===== src/rtl/riscv_pkg.sv =====
// Shared RISC-V core types: instruction geometry and the fetch buffer entry.
package riscv_pkg;

  localparam int RV_XLEN           = 32;
  localparam int INSTRUCTION_WIDTH = 32;
  localparam int INSTRUCTION_BYTES = INSTRUCTION_WIDTH / 8;

  typedef struct packed {
    logic [RV_XLEN-1:0]           pc;
    logic [INSTRUCTION_WIDTH-1:0] instr;
  } fetch_entry_t;

endpackage


===== src/rtl/sync_fifo.sv =====
// Synchronous FIFO with flush; head is the oldest entry, valid whenever count_o != 0.
module sync_fifo #(
  parameter int WIDTH = 64,
  parameter int DEPTH = 4
) (
  input  logic                   clk,
  input  logic                   rst,
  input  logic                   push_i,
  input  logic [WIDTH-1:0]       push_data_i,
  input  logic                   pop_i,
  input  logic                   flush_i,
  output logic [$clog2(DEPTH):0] count_o,
  output logic [WIDTH-1:0]       head_o
);

  localparam int AW = $clog2(DEPTH);

  logic [WIDTH-1:0] mem_q [DEPTH];
  logic [AW-1:0]    wr_q, wr_d, rd_q, rd_d;
  logic [AW:0]      count_q, count_d;

  always_comb begin
    wr_d    = wr_q + AW'(push_i);
    rd_d    = rd_q + AW'(pop_i);
    count_d = count_q + (AW+1)'(push_i) - (AW+1)'(pop_i);
    if (flush_i) begin
      wr_d    = '0;
      rd_d    = '0;
      count_d = '0;
    end
  end

  always_ff @(posedge clk) begin
    if (rst) begin
      wr_q    <= '0;
      rd_q    <= '0;
      count_q <= '0;
    end else begin
      wr_q    <= wr_d;
      rd_q    <= rd_d;
      count_q <= count_d;
    end
  end

  // Storage carries no reset; occupancy alone decides what is meaningful.
  always_ff @(posedge clk) begin
    if (push_i && !flush_i) mem_q[wr_q] <= push_data_i;
  end

  assign count_o = count_q;
  assign head_o  = mem_q[rd_q];

endmodule


===== src/rtl/fetch_unit.sv =====
// Instruction fetch with credit-limited requests, prefetch FIFO and redirect flush.
// Optional FETCH_ALIGN_CHECK_EN: pulse fetch_misaligned on a redirect with pc[1:0] != 0.
module fetch_unit
  import riscv_pkg::*;
#(
  parameter int               XLEN     = RV_XLEN,
  parameter int               DEPTH    = 4,
  parameter logic [XLEN-1:0]  RESET_PC = '0
) (
  input  logic                         clk,
  input  logic                         rst,
  output logic                         imem_req_valid,
  input  logic                         imem_req_ready,
  output logic [XLEN-1:0]              imem_req_addr,
  input  logic                         imem_rsp_valid,
  input  logic [INSTRUCTION_WIDTH-1:0] imem_rsp_data,
  input  logic                         redirect_valid,
  input  logic [XLEN-1:0]              redirect_pc,
  output logic                         instr_valid,
  input  logic                         instr_ready,
  output logic [INSTRUCTION_WIDTH-1:0] instr_data,
  output logic [XLEN-1:0]              instr_pc,
  output logic                         fetch_misaligned
);

  localparam int CW = $clog2(DEPTH) + 1;
  localparam logic [XLEN-1:0] STEP = XLEN'(INSTRUCTION_BYTES);

  logic [XLEN-1:0] fetch_pc_q, fetch_pc_d, rsp_pc_q, rsp_pc_d, target_pc;
  logic [CW-1:0]   inflight_q, inflight_d, drop_q, drop_d, count;
  logic [CW+1:0]   used;
  logic            req_fire, rsp_keep, rsp_drop, push, pop;
  fetch_entry_t    push_entry, head_entry;

  // Credits: buffered + outstanding (kept or dropped) never exceed the FIFO size.
  assign used           = (CW+2)'(count) + (CW+2)'(inflight_q) + (CW+2)'(drop_q);
  assign imem_req_valid = !rst && !redirect_valid && (used < (CW+2)'(DEPTH));
  assign imem_req_addr  = fetch_pc_q;
  assign req_fire       = imem_req_valid && imem_req_ready;

  assign rsp_drop  = imem_rsp_valid && (drop_q != '0);
  assign rsp_keep  = imem_rsp_valid && (drop_q == '0);
  assign push      = rsp_keep && !redirect_valid;
  assign pop       = instr_valid && instr_ready;
  assign target_pc = redirect_pc & ~XLEN'(3);

  assign push_entry.pc    = rsp_pc_q;
  assign push_entry.instr = imem_rsp_data;

  always_comb begin
    fetch_pc_d = fetch_pc_q;
    rsp_pc_d   = rsp_pc_q;
    inflight_d = inflight_q;
    drop_d     = drop_q;
    if (redirect_valid) begin
      fetch_pc_d = target_pc;
      rsp_pc_d   = target_pc;
      inflight_d = '0;
      drop_d     = drop_q + inflight_q - CW'(rsp_keep) - CW'(rsp_drop);
    end else begin
      if (req_fire) fetch_pc_d = fetch_pc_q + STEP;
      if (rsp_keep) rsp_pc_d   = rsp_pc_q + STEP;
      inflight_d = inflight_q + CW'(req_fire) - CW'(rsp_keep);
      drop_d     = drop_q - CW'(rsp_drop);
    end
  end

  always_ff @(posedge clk) begin
    if (rst) begin
      fetch_pc_q <= RESET_PC;
      rsp_pc_q   <= RESET_PC;
      inflight_q <= '0;
      drop_q     <= '0;
    end else begin
      fetch_pc_q <= fetch_pc_d;
      rsp_pc_q   <= rsp_pc_d;
      inflight_q <= inflight_d;
      drop_q     <= drop_d;
    end
  end

  sync_fifo #(
    .WIDTH ($bits(fetch_entry_t)),
    .DEPTH (DEPTH)
  ) u_fifo (
    .clk         (clk),
    .rst         (rst),
    .push_i      (push),
    .push_data_i (push_entry),
    .pop_i       (pop),
    .flush_i     (redirect_valid),
    .count_o     (count),
    .head_o      (head_entry)
  );

  // Outputs read zero while empty so the unreset storage never shows through.
  assign instr_valid = (count != '0);
  assign instr_data  = instr_valid ? head_entry.instr : '0;
  assign instr_pc    = instr_valid ? head_entry.pc : '0;

`ifdef FETCH_ALIGN_CHECK_EN
  assign fetch_misaligned = !rst && redirect_valid && (redirect_pc[1:0] != 2'b00);
`else
  assign fetch_misaligned = 1'b0;
`endif

endmodule

===== config.mk =====
export PLATFORM = sky130hd
export DESIGN_NAME = fetch_unit
export DESIGN_NICKNAME = d
export VERILOG_FILES = /design/src/rtl/riscv_pkg.sv /design/src/rtl/sync_fifo.sv /design/src/rtl/fetch_unit.sv
export SDC_FILE = /design/constraint.sdc
export NUM_CORES = 1
export LEC_CHECK = 0
export CAP_MARGIN = 0
export CORE_ASPECT_RATIO = 1.1
export CORE_UTILIZATION = 56
export CTS_CLUSTER_SIZE = 30
export DETAILED_ROUTE_END_ITERATION = 16
export HOLD_SLACK_MARGIN = 0.06
export PLACE_DENSITY = 0.8
export RECOVER_POWER = 50
export SLEW_MARGIN = 0
export SYNTH_ARGS = -nofsm -noshare
export SYNTH_HDL_FRONTEND = slang
export SYNTH_HIERARCHICAL = 1
export SYNTH_SLANG_ARGS = --single-unit
export TNS_END_PERCENT = 5

===== constraint.sdc =====
create_clock -name clk -period 15.5 [get_ports clk]
set_input_delay 3.875 -clock clk [delete_from_list [all_inputs] [get_ports clk]]
set_output_delay 3.875 -clock clk [all_outputs]
set_load 0.01 [all_outputs]

# [Yosys cells after proc, flatten, opt, wreduce, memory -nomap -nowiden]
# Memory sizes are Yosys's and may differ from the RTL's. A register that Yosys moved wholly into a read port is not among the register bits.
# Cells that the tools add are included.
# Widths: inputs -> output; s select.
[word_totals] ff_bits=77 latch_bits=0 ram_bits=256 rom_bits=0 input_bits=70 output_inout_bits=99 wordCells=51 memories=1
[mem_list] memory="u_fifo.mem_q" words=4 word_bits=64 read_ports=1 rd_ports_with_merged_regs=1 wr=1 line="sync_fifo.sv:18" rtl="logic [WIDTH-1:0] mem_q [DEPTH];"
[op_classes] n_addsub=14 mul=0 n_div=0 n_lt_le_gt_ge=1 n_eq_ne=0 shift=0 muxes=10 bitwise_logic=0 n_reduce_logical=16
[op_table] cell="$mux 32" count=6
[op_table] cell="$add 32x3->32 const B" count=2
[op_table] cell="$sub 3x1->3" count=5
[op_table] cell="$logic_and 1x1->1" count=8
[op_table] cell="$add 3x1->3" count=2
[op_table] cell="$reduce_bool 3->1" count=2
[op_table] cell="$add 4x3->5" count=1
[op_table] cell="$lt 5x3->1 const B" count=1
[op_table] cell="$add 2x1->2" count=2
[op_table] cell="$add 3x3->4" count=1
[op_table] cell="$reduce_bool 2->1" count=2
[op_table] cell="$add 3x3->3" count=1
[op_table] cell="$logic_not 3->1" count=1
[op_table] cell="$mux 3" count=1
[op_table] cell="$logic_not 1->1" count=2
[op_table] cell="$mux 1" count=2
[op_table] cell="$mux 2" count=1
[op_table] cell="$reduce_or 2->1" count=1

# [Depth between registers and ports, before layout]
# Gate-level depths: netlist (run 1).
[depth] word_depth=7 mapped_depth=15 depth_no_buf=15

# [Hierarchy]
# Netlist (run 1), hierarchy kept.
[modules_own_cells] module="sync_fifo" n_inst=1 cells_each=365 area_per_inst_um2=9656.8 seq_area_each_um2=7827.5
[modules_own_cells] module="fetch_unit" n_inst=1 cells_each=570 area_per_inst_um2=4406.7 seq_area_each_um2=1321.3

# [Worst setup path before layout (run 1)]
# No wires, ideal clock.
[synth_timing] path_type="input-to-reg" from="input imem_rsp_valid" to="memory u_fifo.mem_q[0][0], enable pin" setup_time_ns=0.667 t_arrival_ns=11.371 path_slack_ns=3.463 path_stages=4 n_path_buf=1 cell_sequence="nor4b_4 clkbuf_1 and2_1 nor4b_1"
[synth_between] elab_chain_cells=5
[synth_lines] element="start, declared" line="fetch_unit.sv:15" rtl="input logic imem_rsp_valid,"
[synth_lines] element="$logic_and 1x1->1" line="fetch_unit.sv:42" rtl="assign rsp_keep = imem_rsp_valid && (drop_q == '0);"
[synth_lines] element="$logic_and 1x1->1" line="fetch_unit.sv:43" rtl="assign push = rsp_keep && !redirect_valid;"
[synth_lines] element="named net push" line="fetch_unit.sv:32" rtl="logic req_fire, rsp_keep, rsp_drop, push, pop;"
[synth_lines] element="$logic_and 1x1->1" line="sync_fifo.sv:47" rtl="if (push_i && !flush_i) mem_q[wr_q] <= push_data_i;"
[synth_lines] element="$mux 1" line="sync_fifo.sv:47"
[synth_lines] element="$mux 1 (implied by the code)" line="sync_fifo.sv:47"
[synth_lines] element="end, declared" line="sync_fifo.sv:18"
# The timed path passes the listed nets, and every way through them passes these cells.

# [Worst setup path after layout (run 1)]
[layout_timing] from="input rst" to="output imem_req_valid"
[layout_between] elab_chain_cells=3
[layout_lines] element="start, declared" line="fetch_unit.sv:11" rtl="input logic rst,"
[layout_lines] element="$logic_not 1->1" line="fetch_unit.sv:37" rtl="assign imem_req_valid = !rst && !redirect_valid && (used < (CW+2)'(DEPTH));"
[layout_lines] element="$logic_and 1x1->1 (2 in a row)" line="fetch_unit.sv:37"
[layout_lines] element="end, declared" line="fetch_unit.sv:12" rtl="output logic imem_req_valid,"
# No other way between the ends.

==> results of run 1 <==
[area by class of cell]
cell class,count,area [µm²]
flip-flops and latches,329,9150
fillers,1625,7510
multi-input cells,535,4550
repair buffers,174,1700
clock buffers,35,855
well taps,310,388
clock inverters,21,280
inverters,30,113
diodes,1,2.50
[worst max path at each step]
stage	startpoint	end	slack (ns)	cells past startpoint
floorplan	imem_rsp_valid	u_fifo/mem_q[0][0]$_DFFE_PP_	3.46	4
global placement	rst	imem_req_valid	5.93	6
detailed placement	rst	imem_req_valid	5.95	6
CTS	rst	imem_req_valid	5.93	6
global route	rst	imem_req_valid	3.75	6
finish	rst	imem_req_valid	4.08	6
[cells in the mapped netlist, drive strengths merged, types with 2 or more instances]
cell	number
a211oi	14
a21oi	24
a311oi	3
a31oi	23
and2	71
and3	8
and4	5
buf	21
clkbuf	30
dfxtp	73
edfxtp	256
fa	7
ha	16
inv	29
mux2i	2
mux4	64
nand2	62
nand3	29
nand3b	5
nand4	10
nor2	29
nor2b	2
nor3	18
nor4	16
nor4b	2
nor4bb	2
o211ai	8
o21a	5
o21ai	20
o22ai	5
o311ai	7
o31a	8
o41a	2
or3	14
or4	7
xnor2	26
xor2	2
[metrics by stage]
step | setup slack [ns] | instances | util, % | instance area, µm²
after CTS | 5.93 | 1434 | 69.5 | 17100
after detailed placement | 5.95 | 1378 | 64.8 | 15900
after global placement | 5.93 | 1378 | 64.8 | 15900
after floorplan | 3.46 | 945 | - | 14100
after global routing | 3.75 | 1435 | 69.4 | 17000
final | 4.08 | 1435 | 69.4 | 17000
[cells by family after synthesis]
group / synth area share, %
flip-flops: 65.1
AND/OR/NAND/NOR: 11.2
AO/OA/AOI/OAI: 5.81
buffers and inverters: 3.07
multiplexers: 10.5
XOR/XNOR: 1.90
adder cells (fa/ha/maj): 2.42
other: 0.0267
[per-layer routing]
metal  routed length [µm]  share of wire, %
met1                12200                43
met2                13700                49
met3                 1720               6.1
met4                  557               2.0
met5                    0                 0
[sequential cells by signal, summed over array words and instances, names as in the netlist]
register        cells
u_fifo/mem_q      256
imem_req_addr      30
rsp_pc_q           30
drop_q              3
inflight_q          3
u_fifo/count_o      3
u_fifo/rd_q         2
u_fifo/wr_q         2
[critical path: stages]
cell and delay [ns]:
buf_2 0.08, clkbuf_1 2.12, nor3_1 0.15, o21ai_0 0.62
a31oi_1 0.13, clkdlybuf4s50_1 0.55
[cell usage in the layout (no fill, tap or decap), drive strengths merged, types with 5 or more instances in the layout]
cell type	count
ha	16
nand2	62
dfxtp	73
dlygate4sd3	63
conb	11
o22ai	5
and2	71
or4	7
xnor2	26
inv	32
nor4	16
o21a	5
clkinv	8
a21oi	24
bufinv	6
nor2	29
or3	14
a211oi	14
o31a	8
nand3b	5
o211ai	8
o21ai	20
and4	5
clkinvlp	5
nand3	29
clkbuf	36
edfxtp	256
fa	7
mux4	64
buf	12
clkdlybuf4s50	98
nand4	10
nor3	18
a31oi	23
and3	8
o311ai	7
[power by group through the flow]
stage	clock (mW)	sequential, mW	combinational (mW)
after floorplan	0	1.02	0.144
after global placement	0	1.02	0.243
after detailed placement	0	1.03	0.250
after CTS	0.833	1.01	0.251
after global routing	0.865	1.01	0.268
final	0.820	1.01	0.244
==> out/metrics.cfg, run 1 <==
[power]
power_frac_clock_pct=39.6
switching_share_pct=22.8
power.net_switching_mw=0.472
intPower_mw=1.60
p_comb_share_pct=11.8
power.share.sequential_pct=48.6
power.density_nw_per_um2=122
p_leak_nw=5.54
ir_drop_mv=0.0744
total_power_mw=2.07

[logic_synthesis]
ys_ff_latch=329
ys_warn_count=6
ys_async_sr_fraction_pct=0
syn_avg_cell_area_um2=15.0
yosysTopAreaCell=edfxtp_1
synth_area_leaders=edfxtp_1 55%, dfxtp_1 10%, mux4_2 9.6%
synth_edf_count=256
ys.flop_type=edfxtp_1
ys_types=60
syn-cell-area_um2=14100
ys_seq_area_share_pct=65.1
synth_top_cell_area_share_pct=54.7
syn_inst=935

[worst_hold_path]
holdPathEnd=imem_req_addr[8]$_SDFFE_PP0P_
worstHoldStart=imem_req_addr[8]$_SDFFE_PP0P_
hp-class=flop to flop
holdPathStages=2

[global_routing]
gr-usage-met1_pct=31.1
overflow=0
first_global_vias=8453
use_met2_pct=37.2
grt-busiest-layer=met2
grtUsageTotal_pct=22.3
antenna_found_initial=1
grtUsageMet3_pct=2.96
grt_max_degree=67
grt_pass1_wl_um=45100

[placed_design]
place_hpwl_um=16900
portBuffers=163
gp_congestion=0.826

[final_layout]
drive_gt1_share_pct=12.6
nets=1194
syn2layout_area_growth_pct=21.2

[drt]
antenna_left=0
wl_per_cell_um=19.6
drcViolationCount=0
num_vias=8550
drt_iter0_drc=639
viasPerCell=5.96
wl_um=28100
firstDrtPassIters=5

[floorplan]
placementRows=60
die-area_um2=25800
die_y_um=168
start_util_pct=57.3
core_area_um2=24500
dieWidth_um=153
pin_count=169

[sta]
rsz0062_at_grt=false
hold_slack_ns=0.518
slew_viol_final=67
finalHoldViolations=0
period_share_pct=73.6
tightest_slew_ns=3.04
relSlewSlack_pct=-103
final.setup.tns_ns=0
clock_skew_ns=0.0146
min_period_ns=11.42
fmax_ghz=0.0876
setup_violations=0

[critical_path]
start_kind=primary input
reg2reg_from=inflight_q[1]$_SDFF_PP0_
worst_r2r_endpoint=inflight_q[2]$_SDFF_PP0_
critical_path_class=primary input to output port
cp.arrival_ns=7.54
reg2regPathDepth=15
reg2reg_slack_ns=10.16
path_max_fanout=66
required_ns=11.62
end_kind=output port

[cts]
path_clk_slew_ns=0.07
cts-root-buf=clkbuf_16
numClockSinks=329
post_cts_resized=0
numCtsBuffers=31
insertion_delay_ns=0.55
clockBufferDepth=3
post_cts_buffers=0
cts_tree=yes
htreeDepth=1
cts_hold_buf=0

[status]
outcome=complete, but fails checks
violations=max-capacitance violations, max-slew violations

[flow_run]
cap_violations=1

(Power assumes the default switching activity.)
==> run 2: changes to the inputs <==
--- a/config.mk
+++ b/config.mk
@@ -7,11 +7,11 @@
 export LEC_CHECK = 0
 export CAP_MARGIN = 0
 export CORE_ASPECT_RATIO = 1.1
-export CORE_UTILIZATION = 56
+export CORE_UTILIZATION = 51
 export CTS_CLUSTER_SIZE = 30
 export DETAILED_ROUTE_END_ITERATION = 16
 export HOLD_SLACK_MARGIN = 0.06
-export PLACE_DENSITY = 0.8
+export PLACE_DENSITY = 0.77
 export RECOVER_POWER = 50
 export SLEW_MARGIN = 0
 export SYNTH_ARGS = -nofsm -noshare
==> constraint.sdc (replaced) <==
create_clock -name clk -period 10.5 [get_ports clk]
set_input_delay 2.625 -clock clk [delete_from_list [all_inputs] [get_ports clk]]
set_output_delay 2.625 -clock clk [all_outputs]
set_load 0.01 [all_outputs]
==> run 2 against run 1 <==
  * The flow still finishes with violations (max-capacitance violations, max-slew violations)
  * Sequential power grew 48%
  * Via count down 0.44%
  * Global-route usage decreased by 1.5 points
  * Flip-flop and latch count did not move
  * First-iteration DRC count fell by 5.9%
  * Setup slack got worse by 1.0 ns
  * Non-clock buffer count rose by 1
  * Routed wire length is 2.1% higher
  * Utilization fell by 6.2 points
  * Critical path depth is the same
  * Clock power increased by 46%
  * Hold slack got worse by 0.011 ns
==> out/metrics.cfg, run 2 (synthesized netlist as in run 1, its figures left out) <==
[placed_design]
place_hpwl_um=17900  ; was 16,900 µm
gp_congestion=0.833  ; was 0.826
portBuffers=163  ; unchanged
placedCellCount=1426  ; was 1,378
placed_area_um2=16000  ; was 15,900 µm²
dp_slack_ns=3.31  ; was 5.95 ns

[sta]
hold_slack_ns=0.507  ; was 0.518 ns
rsz0062_at_grt=false  ; unchanged
period_share_pct=70.9
relSlewSlack_pct=-93.2  ; was -103%
setup_violations=0  ; unchanged
timing.final.ws_setup_ns=3.05  ; was 4.08 ns
finalHoldViolations=0  ; unchanged
final.setup.tns_ns=0  ; unchanged
min_period_ns=7.45
tightest_slew_ns=2.86  ; was 3.04 ns
clock_skew_ns=0.0183  ; was 0.0146 ns
fmax_ghz=0.134
slew_viol_final=15  ; was 67

[power]
total_power_mw=3.04  ; was 2.07 mW
p_leak_nw=5.54  ; about the same
ir_drop_mv=0.0947  ; was 0.0744 mV
power.density_nw_per_um2=178  ; was 122 nW/µm²

[final_layout]
multi_input_area_um2=4540  ; was 4550 µm²
mostFrequentLayoutCells=256 x edfxtp_1, 97 x clkdlybuf4s50_1, 71 x dfxtp_1  ; was 256 x edfxtp_1, 98 x clkdlybuf4s50_1, 71 x dfxtp_1
drive_gt1_share_pct=12.0  ; was 12.6%
stdcell_area_um2=17100  ; was 17,000 µm²
utilization_pct=63.2  ; was 69.4%
nets=1198  ; was 1,194
nFillCells=1958  ; was 1,625
seq_area_um2=9150  ; unchanged
instances_no_fill=1488  ; was 1,435
largest_reg_flops=256  ; unchanged
final_common_cell=edfxtp_1  ; unchanged
regMostFlops=u_fifo/mem_q  ; unchanged
syn2layout_area_growth_pct=21.5  ; was 21.2%

[drt]
antenna_left=0  ; unchanged
num_vias=8512  ; was 8,550
drt_iter0_drc=601  ; was 639
wl_um=28700  ; was 28,100 µm
drcViolationCount=0  ; unchanged
wl_per_cell_um=19.3  ; was 19.6 µm
firstDrtPassIters=4  ; was 5
viasPerCell=5.72  ; was 5.96

[status]
outcome=complete, but fails checks  ; unchanged
violations=max-capacitance violations, max-slew violations  ; unchanged

[cts]
cts_hold_buf=0  ; unchanged
clockBufferDepth=3  ; unchanged
post_cts_resized=0  ; unchanged
numCtsBuffers=34  ; was 31
path_clk_slew_ns=0.06  ; was 0.07 ns
htreeDepth=2  ; was 1
cts-root-buf=clkbuf_16  ; unchanged
post_cts_buffers=0  ; unchanged
cts_tree=yes  ; unchanged
numClockSinks=329  ; unchanged
insertion_delay_ns=0.51  ; was 0.55 ns

[critical_path]
start_kind=primary input  ; unchanged
cp.arrival_ns=4.82  ; was 7.54 ns
required_ns=7.88  ; was 11.62 ns
path_max_fanout=51  ; was 66
end_kind=output port  ; unchanged
critical_path_class=primary input to output port  ; unchanged

[global_routing]
overflow=0  ; unchanged
grt_pass1_wl_um=45800  ; was 45,100 µm
antenna_found_initial=0  ; was 1
grt_max_degree=67  ; unchanged
grtUsageTotal_pct=20.8  ; was 22.3%
first_global_vias=8444  ; was 8,453

[floorplan]
die-area_um2=28200  ; was 25,800 µm²
pin_count=169  ; unchanged
core_area_um2=27000  ; was 24,500 µm²
start_util_pct=52.0  ; was 57.3%
die_y_um=176  ; was 168 µm
placementRows=63  ; was 60
dieWidth_um=160  ; was 153 µm

[flow_run]
cap_violations=1  ; unchanged

[worst_hold_path]
hp-class=flop to flop  ; unchanged

==> run 2: area by class of cell <==
class	instances	share of cell area (%)
inverters	30	0.659
well taps	357	2.61
clock inverters	17	0.995
multi-input cells	535	26.6
repair buffers	175	10.0
diodes	1	0.0146
flip-flops and latches	329	53.5
clock buffers	44	5.59
==> run 2: path summary, 6_finish.rpt <==
path	from	endpoint	slack, ns	cells after the start
min reg2reg	imem_req_addr[8]$_SDFFE_PP0P_	imem_req_addr[8]$_SDFFE_PP0P_	0.51	2
max reg2reg	drop_q[2]$_SDFF_PP0_	u_fifo/mem_q[3][4]$_DFFE_PP_	5.43	4
max	redirect_valid	imem_req_valid	3.05	6
min	imem_req_addr[8]$_SDFFE_PP0P_	imem_req_addr[8]$_SDFFE_PP0P_	0.51	2
==> run 2: metal layers <==
metal / track usage, % / routed length, µm
met1: 28.4 / 12500
met2: 34.8 / 14100
met3: 3.50 / 1730
met4: 5.32 / 449
met5: 0 / 0
==> run 2: report_power, final <==
part	total, mW	internal, mW	switching (mW)
clock network	1.20	0.720	0.475
registers	1.49	1.44	0.0425
logic	0.355	0.180	0.175
==> run 2: critical path, stage by stage <==
cell and delay (ns):
buf_2 0.09, buf_4 0.29, nor3_1 0.31, o21ai_0 0.41
a31oi_1 0.43, clkdlybuf4s50_1 0.62
==> run 3: changes to the inputs <==
==> constraint.sdc (replaced) <==
create_clock -name clk -period 6.2 [get_ports clk]
set_input_delay 1.55 -clock clk [delete_from_list [all_inputs] [get_ports clk]]
set_output_delay 1.55 -clock clk [all_outputs]
set_load 0.01 [all_outputs]
==> run 3 against run 2 <==
  * Via count is 0.12% higher
  * Sequential share of layout area about the same
  * Utilization about the same
  * The run still ends with max-capacitance violations, max-slew violations left
  * Register-to-register slack worse by 3.5 ns
  * First-iteration DRC count grew 3.8%
  * Critical path type is now flop to output port
  * Combinational power is 71% higher
  * Total power grew 68%
  * Highest routed layer unchanged
  * Global-route usage grew 0.31 points
  * Non-clock buffer count increased by 2
  * Sequential power rose by 69%
  * Design area hardly changed
==> out/metrics.cfg, run 3 (synthesized netlist as in run 1, its figures left out) <==
[drt]
num_vias=8522  ; was 8,512
firstDrtPassIters=5  ; was 4
wl_um=29000  ; was 28,700 µm
viasPerCell=5.74  ; was 5.72
drt_iter0_drc=624  ; was 601
antenna_left=0  ; unchanged
drcViolationCount=0  ; unchanged
wl_per_cell_um=19.5  ; was 19.3 µm

[cts]
path_clk_slew_ns=0.06  ; about the same
numCtsBuffers=34  ; unchanged
cts_tree=yes  ; unchanged
htreeDepth=2  ; unchanged
clockBufferDepth=3  ; unchanged
insertion_delay_ns=0.51  ; about the same
numClockSinks=329  ; unchanged
post_cts_buffers=0  ; unchanged
post_cts_resized=0  ; unchanged
cts-root-buf=clkbuf_16  ; unchanged
cts_hold_buf=0  ; unchanged

[global_routing]
grt_pass1_wl_um=46300  ; was 45,800 µm
grt_max_degree=67  ; unchanged
grtUsageMet3_pct=3.62  ; was 3.50%
gr-usage-met1_pct=28.9  ; was 28.4%
grtUsageTotal_pct=21.1  ; was 20.8%
overflow=0  ; unchanged
use_met2_pct=35.0  ; was 34.8%
antenna_found_initial=0  ; unchanged
grt-busiest-layer=met2  ; unchanged
first_global_vias=8660  ; was 8,444

[floorplan]
die-area_um2=28200  ; unchanged
die_y_um=176  ; unchanged
placementRows=63  ; unchanged
dieWidth_um=160  ; unchanged
core_area_um2=27000  ; unchanged
pin_count=169  ; unchanged
start_util_pct=52.0  ; unchanged

[sta]
finalHoldViolations=0  ; unchanged
setup_violations=0  ; unchanged
tightest_slew_ns=2.97  ; was 2.86 ns
slew_viol_final=131  ; was 15
period_share_pct=84.9
relSlewSlack_pct=-98.3  ; was -93.2%
min_period_ns=5.27
final.setup.tns_ns=0  ; unchanged
rsz0062_at_grt=false  ; unchanged
fmax_ghz=0.190
clock_skew_ns=0.0214  ; was 0.0183 ns

[power]
p_comb_share_pct=11.9  ; was 11.7%
switching_share_pct=23.2  ; was 22.8%
power.share.sequential_pct=49.3  ; was 49.0%
power.density_nw_per_um2=299  ; was 178 nW/µm²
intPower_mw=3.93  ; was 2.35 mW
power.net_switching_mw=1.19  ; was 0.692 mW
power_frac_clock_pct=38.8  ; was 39.4%
p_leak_nw=5.53  ; was 5.54 nW
ir_drop_mv=0.173  ; was 0.0947 mV

[placed_design]
place_hpwl_um=17800  ; was 17,900 µm
placedCellCount=1428  ; was 1,426
portBuffers=163  ; unchanged
gp_congestion=0.841  ; was 0.833
placed_area_um2=16100  ; was 16,000 µm²

[flow_run]
cap_violations=2  ; was 1

[final_layout]
regMostFlops=u_fifo/mem_q  ; unchanged
largest_reg_flops=256  ; unchanged
stdcell_area_um2=17100  ; about the same
final_common_cell=edfxtp_1  ; unchanged
num_antenna_cells=0  ; was 1
mostFrequentLayoutCells=256 x edfxtp_1, 98 x clkdlybuf4s50_1, 71 x dfxtp_1  ; was 256 x edfxtp_1, 97 x clkdlybuf4s50_1, 71 x dfxtp_1
instances_no_fill=1485  ; was 1,488
drive_gt1_share_pct=12.4  ; was 12.0%
syn2layout_area_growth_pct=21.5  ; about the same
nets=1200  ; was 1,198

[critical_path]
reg2reg_slack_ns=1.96  ; was 5.43 ns
cpPeakStageDelay_ns=0.58  ; was 0.62 ns
start_kind=flop  ; was primary input
cp_common_cell=fa_1
cp.arrival_ns=3.72  ; was 4.82 ns
crit_slowest_cell=clkdlybuf4s50_1  ; unchanged
required_ns=4.65  ; was 7.88 ns
path_cells=inv_1 -> fa_1 -> nor2_1 -> fa_1 -> nor3_1 -> o21ai_2 -> a31oi_1 -> clkdlybuf4s50_1  ; was buf_2 -> buf_4 -> nor3_1 -> o21ai_0 -> a31oi_1 -> clkdlybuf4s50_1
path_max_fanout=9  ; was 51
end_kind=output port  ; unchanged
critical_path_class=flop to output port  ; was primary input to output port

[status]
violations=max-capacitance violations, max-slew violations  ; unchanged
outcome=complete, but fails checks  ; unchanged

[worst_hold_path]
hp-class=flop to flop  ; unchanged

[run 3: final cells by class]
class | count | area (µm²)
fillers | 1960 | 9940
repair buffers | 177 | 1750
multi-input cells | 535 | 4540
well taps | 357 | 447
clock buffers | 38 | 897
clock inverters | 19 | 188
flip-flops and latches | 329 | 9150
inverters | 30 | 113
[run 3: through the flow]
stage | power, mW | hold WS (ns) | util, % | setup WS (ns)
2_1_floorplan | 2.91 | 0.481 | - | -0.487
3_3_place_gp | 3.18 | 0.483 | 59.4 | 1.50
3_5_place_dp | 3.20 | 0.488 | 59.4 | 1.45
4_1_cts | 5.18 | 0.498 | 63.4 | 0.900
5_1_grt | 5.31 | 0.522 | 63.2 | 0.591
6_report | 5.11 | 0.494 | 63.2 | 0.934
[run 3: critical path: cells and delay by family (launching register included)]
kind | cells | cell delay [ns]
adders and majority gates | 2 | 0.99
buffers and inverters | 2 | 0.73
AOI/OAI and AO/OA | 2 | 0.54
and+or+nand+nor | 2 | 0.52
DFF | 1 | 0.45
[run 3: power by group through the flow]
stage	clock network [mW]	registers, mW	logic, mW
after floorplan	0	2.55	0.360
after global placement	0	2.56	0.615
after detailed placement	0	2.57	0.629
after CTS	2.02	2.52	0.634
after global routing	2.11	2.53	0.669
final	1.98	2.52	0.608
[run 3: routing by layer]
layer | routed length [µm] | vias to the layer above
li1 | - | 3952
met1 | 12500 | 4200
met2 | 14200 | 327
met3 | 1860 | 43
met4 | 554 | 0
met5 | 0 | -
[run 3: worst paths after layout]
check	start	endpoint	depth (start not counted)
max	inflight_q[1]$_SDFF_PP0_	imem_req_valid	8
min	imem_req_addr[8]$_SDFFE_PP0P_	imem_req_addr[8]$_SDFFE_PP0P_	2
max reg2reg	inflight_q[1]$_SDFF_PP0_	inflight_q[2]$_SDFF_PP0_	15
min reg2reg	imem_req_addr[8]$_SDFFE_PP0P_	imem_req_addr[8]$_SDFFE_PP0P_	2
